**src/rtl/imem_arb_pkg.sv**
```systemverilog
// Shared definitions for the instruction-memory round-robin arbiter.
// Optional stall counters are built when IMEM_ARB_PERF_EN is defined.
package imem_arb_pkg;

    // Width of each per-core stall counter.
    localparam int CNT_W   = 16;

    // Largest requester count the rr_pick helper function supports.
    localparam int MAX_REQ = 8;

    // Width of a requester index.
    // The result is clamped to 1 so a single-requester build still has a valid vector.
    function automatic int tag_w(input int n);
        return (n > 1) ? $clog2(n) : 1;
    endfunction

    typedef struct packed {
        logic       found;
        logic [2:0] idx;
    } pick_t;

    // Reference round-robin pick for up to MAX_REQ requesters.
    // Returns the first set bit of valid, searching from ptr upward modulo n.
    function automatic pick_t rr_pick(input logic [MAX_REQ-1:0] valid,
                                      input logic [2:0]         ptr,
                                      input int                 n);
        pick_t      r;
        int         i;
        logic [2:0] ii;
        r = '0;
        for (int k = MAX_REQ - 1; k >= 0; k--) begin
            if (k < n) begin
                i  = (int'(ptr) + k) % n;
                ii = 3'(i);
                if (valid[ii]) begin
                    r.found = 1'b1;
                    r.idx   = ii;
                end
            end
        end
        return r;
    endfunction

endpackage

```
**src/rtl/rr_pick_n.sv**
```systemverilog
// Combinational round-robin picker: rotate by ptr, priority-encode, un-rotate.
// Shared with the cluster NoC port arbiters.
module rr_pick_n #(
    parameter int N  = 4,
    parameter int PW = (N > 1) ? $clog2(N) : 1
) (
    input  logic [N-1:0]  valid,
    input  logic [PW-1:0] ptr,
    output logic          found,
    output logic [PW-1:0] idx,
    output logic [N-1:0]  grant
);

    logic [2*N-1:0] dbl;
    logic [N-1:0]   rot;
    int             off;
    int             w;

    // Search valid from ptr upward modulo N.
    // Returns the winner index, its one-hot grant and a found flag.
    always_comb begin
        dbl   = {valid, valid};
        rot   = dbl[ptr +: N];
        found = |rot;
        off   = 0;
        for (int j = N - 1; j >= 0; j--) begin
            if (rot[j]) off = j;
        end
        w = int'(ptr) + off;
        if (w >= N) w = w - N;
        idx   = PW'(w);
        grant = found ? (N'(1) << idx) : '0;
    end

endmodule

```
**src/rtl/imem_rr_arbiter.sv**
```systemverilog
// Round-robin arbiter sharing one synchronous-read instruction memory
// between N_REQ fetch ports. One grant per cycle; the response returns one cycle later.
// Define IMEM_ARB_PERF_EN to add the per-core saturating stall counters (stall_cnt).
module imem_rr_arbiter
    import imem_arb_pkg::*;
#(
    parameter int N_REQ = 4,
    parameter int AW    = 32,
    parameter int DW    = 32,
    parameter int DEPTH = 64
) (
    input  logic                       clk,
    input  logic                       rst_n,
    input  logic [N_REQ-1:0]           req_valid,
    input  logic [N_REQ*AW-1:0]        req_addr,
    output logic [N_REQ-1:0]           req_ready,
    output logic [N_REQ-1:0]           resp_valid,
    output logic [DW-1:0]              resp_data,
    output logic                       resp_err,
    input  logic                       hold,
    output logic                       mem_en,
    output logic [$clog2(DEPTH)-1:0]   mem_addr,
    input  logic [DW-1:0]              mem_rdata
`ifdef IMEM_ARB_PERF_EN
    ,
    output logic [N_REQ*CNT_W-1:0]     stall_cnt
`endif
);

    localparam int              TAG_W   = tag_w(N_REQ);
    localparam int              MAW     = $clog2(DEPTH);
    localparam logic [AW-1:0]   DEPTH_A = AW'(DEPTH);

    logic [TAG_W-1:0] rr_ptr_q, rr_ptr_d;
    logic [TAG_W-1:0] tag_q, tag_d;
    logic             vld_q, vld_d;
    logic             err_q, err_d;

    logic             found;
    logic [TAG_W-1:0] win_idx;
    logic [N_REQ-1:0] win_oh;
    logic [AW-1:0]    win_addr;
    logic             win_oor;
    logic             grant_en;

    rr_pick_n #(
        .N  (N_REQ),
        .PW (TAG_W)
    ) u_pick (
        .valid (req_valid),
        .ptr   (rr_ptr_q),
        .found (found),
        .idx   (win_idx),
        .grant (win_oh)
    );

    // Grant and memory request for the winner.
    // Suppressed while hold is high or while in reset.
    always_comb begin
        win_addr  = req_addr[int'(win_idx)*AW +: AW];
        win_oor   = (win_addr >= DEPTH_A);
        grant_en  = found & ~hold & rst_n;
        req_ready = grant_en ? win_oh : '0;
        mem_en    = grant_en & ~win_oor;
        mem_addr  = win_addr[MAW-1:0];
    end

    // Next-state logic for the pointer and the response stage.
    // The pointer moves past the winner only on a grant.
    always_comb begin
        rr_ptr_d = rr_ptr_q;
        if (grant_en) begin
            if (int'(win_idx) == N_REQ - 1) rr_ptr_d = '0;
            else                            rr_ptr_d = win_idx + 1'b1;
        end
        vld_d = grant_en;
        tag_d = grant_en ? win_idx : tag_q;
        err_d = grant_en & win_oor;
    end

    // State registers; reset drops any in-flight response.
    always_ff @(posedge clk or negedge rst_n) begin
        if (!rst_n) begin
            rr_ptr_q <= '0;
            tag_q    <= '0;
            vld_q    <= 1'b0;
            err_q    <= 1'b0;
        end else begin
            rr_ptr_q <= rr_ptr_d;
            tag_q    <= tag_d;
            vld_q    <= vld_d;
            err_q    <= err_d;
        end
    end

    // Response outputs.
    // Data is forced to zero when no response is valid or the address was out of range.
    always_comb begin
        resp_valid = vld_q ? (N_REQ'(1) << tag_q) : '0;
        resp_err   = vld_q & err_q;
        resp_data  = (vld_q & ~err_q) ? mem_rdata : '0;
    end

`ifdef IMEM_ARB_PERF_EN
    logic [CNT_W-1:0] stall_q [N_REQ];
    logic [CNT_W-1:0] stall_d [N_REQ];

    // Per-core saturating count of cycles spent requesting without a grant.
    always_comb begin
        for (int i = 0; i < N_REQ; i++) begin
            stall_d[i] = stall_q[i];
            if (req_valid[i] && !req_ready[i] && (stall_q[i] != {CNT_W{1'b1}}))
                stall_d[i] = stall_q[i] + 1'b1;
            stall_cnt[i*CNT_W +: CNT_W] = stall_q[i];
        end
    end

    // Stall counter registers, cleared only by reset.
    always_ff @(posedge clk or negedge rst_n) begin
        if (!rst_n) begin
            for (int i = 0; i < N_REQ; i++) stall_q[i] <= '0;
        end else begin
            for (int i = 0; i < N_REQ; i++) stall_q[i] <= stall_d[i];
        end
    end
`endif

endmodule

```
**config.mk**
```make
export PLATFORM = sky130hd
export DESIGN_NAME = imem_rr_arbiter
export DESIGN_NICKNAME = d
export VERILOG_FILES = /design/src/rtl/imem_arb_pkg.sv /design/src/rtl/rr_pick_n.sv /design/src/rtl/imem_rr_arbiter.sv
export SDC_FILE = /design/constraint.sdc
export NUM_CORES = 1
export LEC_CHECK = 0
export BUFFER_PORTS_ARGS = -buffer_cell sky130_fd_sc_hd__buf_2
export CELL_PAD_IN_SITES_DETAIL_PLACEMENT = 2
export CELL_PAD_IN_SITES_GLOBAL_PLACEMENT = 2
export CORE_MARGIN = 2
export CORE_UTILIZATION = 10
export DETAILED_ROUTE_END_ITERATION = 6
export PLACE_DENSITY_LB_ADDON = 0.1
export SYNTH_ARGS = -nofsm -noshare
export SYNTH_HDL_FRONTEND = slang
export SYNTH_SLANG_ARGS = --single-unit
```
**constraint.sdc**
```tcl
create_clock -name clk -period 2.7 [get_ports clk]
set_input_delay 0.27 -clock clk [delete_from_list [all_inputs] [get_ports clk]]
set_output_delay 0.27 -clock clk [all_outputs]
set_load 0.05 [all_outputs]
```
==> impl_results.md <==
- Pre-CTS setup slack: -0.387 ns
- CTS max path bufs: 2
- Final Skew: 0.000180 ns
- Row Count: 40
- Synth-to-Final Area Change: 141%
- Power density over the cells: 948 nW/um2
- Vias: 2156
- Leading area contributor after synthesis: and2_1
- Unrepaired setup endpoints after global routing: true
- GR Overflow Total: 0
- Worst IR Drop VDD: 236 uV
- Clk_lat worst skew: around 0.22 ns
- Fmax: 346 MHz
- Tmin final: between 2 and 3 ns
- Setup violators final: 11
- Post-Syn Instances: about 150
- Critical path destination: mem_en
- Largest cells by area after synthesis: and2_1 19%, mux4_1 13%, dfrtp_1 12%
- Critical R2R Capture: err_q
- Die X: about 110 um
- Synth Flop Type: dfrtp_1
- Critical Path AT: 2.62 ns
- Least-Margin Pin Slew: 0.417 ns
- Gr usage total: 0.111
- Fin. Hold Viols: 0
- Vias in the first global route: 2405
- Rel. slew slack: 0.719
- Io pins: around 220
- CTS Root Cell: clkbuf_16
- Status: finished with violations
- Post-Syn Area: 1220 um2
- Fraction of layout cells with a size suffix above 1: 0.719
- Count leader, synth: and2_1
- Post-synth top cells: 37 x and2_1, 22 x nor4_1, 6 x dfrtp_1, 6 x mux4_1, 6 x nor3_1
- Slowest cell on the critical path: dfrtp_2
- Vias per cell: 4.05
- EDFF count, synth: 0
- Residual DRC count: 0
- Worst reg2reg startpoint: rr_ptr_q[0]
- Largest fanout on the critical path: 7
- First-pass GRT wire length: 11600 um
- Post-synth net total: 318
- CP startpoint: rr_ptr_q[0]
- Leakage: 1.56 nW
- Yosys warnings: 0
- Crit path cell chain: nand2b_4, o22ai_2, o21ai_2, o221ai_2, ha_4, nor4b_4, nand3_1, a221o_1, nor3_2, o21a_2, buf_8
- Setup TNS: -0.919 ns
- Reg2reg setup slack: between 0.2 and 0.25 ns
- HP Class: input pin to async pin
- Setup WS post-layout: -0.193 ns
- Global placement routability congestion: 0.739
- Max cap viols: 0
- Die area: between 10000 and 15000 um2
- Placeable core area: 12000 um2
- Drt wl/cell: approximately 14 um
- WS Path Type: register to output pin
- Failing checks: negative setup slack
- Largest net degree at the start of global routing: 33
- Nets: 559
- Yosys top cell area share: 0.190
- CTS sink count: 6
- Crit path capture type: output pin
- Fin crit share: 1.07
- DRT iter0 DRCs: 30
- Async SR Flop Fraction: 1.00
- Yosys reg bits: 6
- Startpoint type of the worst setup path: register
- Delay of the slowest cell on the worst path: 0.41 ns
- Final Instance Area: 2930 um2
- Final hold slack: 0.443 ns
- Total design power: approximately 2.8 mW
- Seq/Total Area, Yosys: 0.123
- Initial antenna violation count: 0
- Pre-Repair DR Iteration Count: 2
- R2R cell count: 12
- Post-Syn Area per Cell: 8.34 um2
- CTS buffer count: 3
- Critical path required time: 2.43 ns
- Final max-slew violation count: 0
- Post-route antenna net violation count: 0
- Initial Util: 0.102
- Final wirelength: 7680 um
- DP HPWL: approximately 7000 um
- Antenna diodes: 0
- Area post-placement: 2620 um2
- Post-synth cell types: 39
- Count of buffers from port buffering: 214
- H-tree depth: 1
- Die span in y: 114 um
- Clock-pin slew on the worst setup and hold paths: 0.03 ns
- TritonCTS clock tree: yes
==> report_power, final <==
part | internal [mW] | switching [mW] | total, mW
clock network | 0.190 | 0.0464 | 0.236
logic | 1.17 | 1.20 | 2.37
registers | 0.126 | 0.0462 | 0.172
total | 1.48 | 1.29 | 2.78
==> worst min path at each step <==
stage                     startpoint       end  depth (start not counted)
after detailed placement       rst_n  tag_q[1]                          1
after global routing           rst_n  tag_q[1]                          2
final                          rst_n  tag_q[1]                          2
after floorplan                rst_n     err_q                          0
after global placement         rst_n  tag_q[1]                          1
after CTS                      rst_n     vld_q                          2
==> registers in the layout, summed over array words and instances, names as in the netlist <==
name	cells
rr_ptr_q	2
tag_q	2
err_q	1
vld_q	1
==> routing by layer <==
layer  global-route usage  vias to the layer above  part of all wire
met5                    0                        -                 0
met4               0.0146                        0            0.0020
met3               0.0434                        2              0.12
met2                0.201                      134              0.50
met1                0.125                      987              0.38
li1                     -                     1033                 -
==> stage by stage <==
stage	instances	utilization
floorplan	146	-
global placement	523	0.219
detailed placement	523	0.219
CTS	532	0.241
global route	532	0.245
finish	532	0.245
==> final cells by class <==
class,count,area (um2)
fill,1438,9030
tap,147,184
sequential,6,151
multi-input combinational,128,1090
clock buffer,3,75.1
timing repair buffer,245,1420
inverter,3,11.3
==> cells in the final DEF (no fill, tap or decap), types with 2 or more instances in the layout <==
cell type  Yosys  layout
a41oi_1        2       2
and2_1        37      37
and2b_1        2       2
buf_12         0       3
buf_2          1     203
buf_4          1      26
buf_6          2      10
buf_8          0       2
clkbuf_16      0       3
dfrtp_1        6       5
ha_1           5       4
inv_1          3       3
mux2_2         4       4
mux4_2         0       6
nand2_1        3       3
nand3_1        5       5
nand4_1        2       2
nor2_1         4       4
nor2b_1        2       2
nor3_1         6       5
nor3b_1        4       4
nor4_1        22      20
nor4_2         0       2
o21ai_0        3       2
==> critical path, delay by kind of cell, from the launching register on <==
family                     cells  cell delay, ns
AOI/OAI and AO/OA              5            0.91
and+or+nand+nor                4            0.57
DFF                            1            0.41
buffers and inverters          1            0.14
adders and majority gates      1            0.35
==> logic make-up after synthesis <==
family	synth area share
DFF	0.123
xor gates and xnor gates	0.00720
buffers and inverters	0.0534
muxes	0.179
adders and majority gates	0.0514
AOI/OAI and AO/OA	0.0874
and+or+nand+nor	0.498
==> what timing repair did <==
action | 4_1_cts | 5_1_grt
buffers inserted | 5 | 0
endpoints found under the setup margin | 12 | 12
pin swaps | 1 | 1
hold buffers | 1 | 0
endpoints found under the hold margin | 6 | 0
resized for setup | 38 | 7
Power figures use the tool's default switching activity.
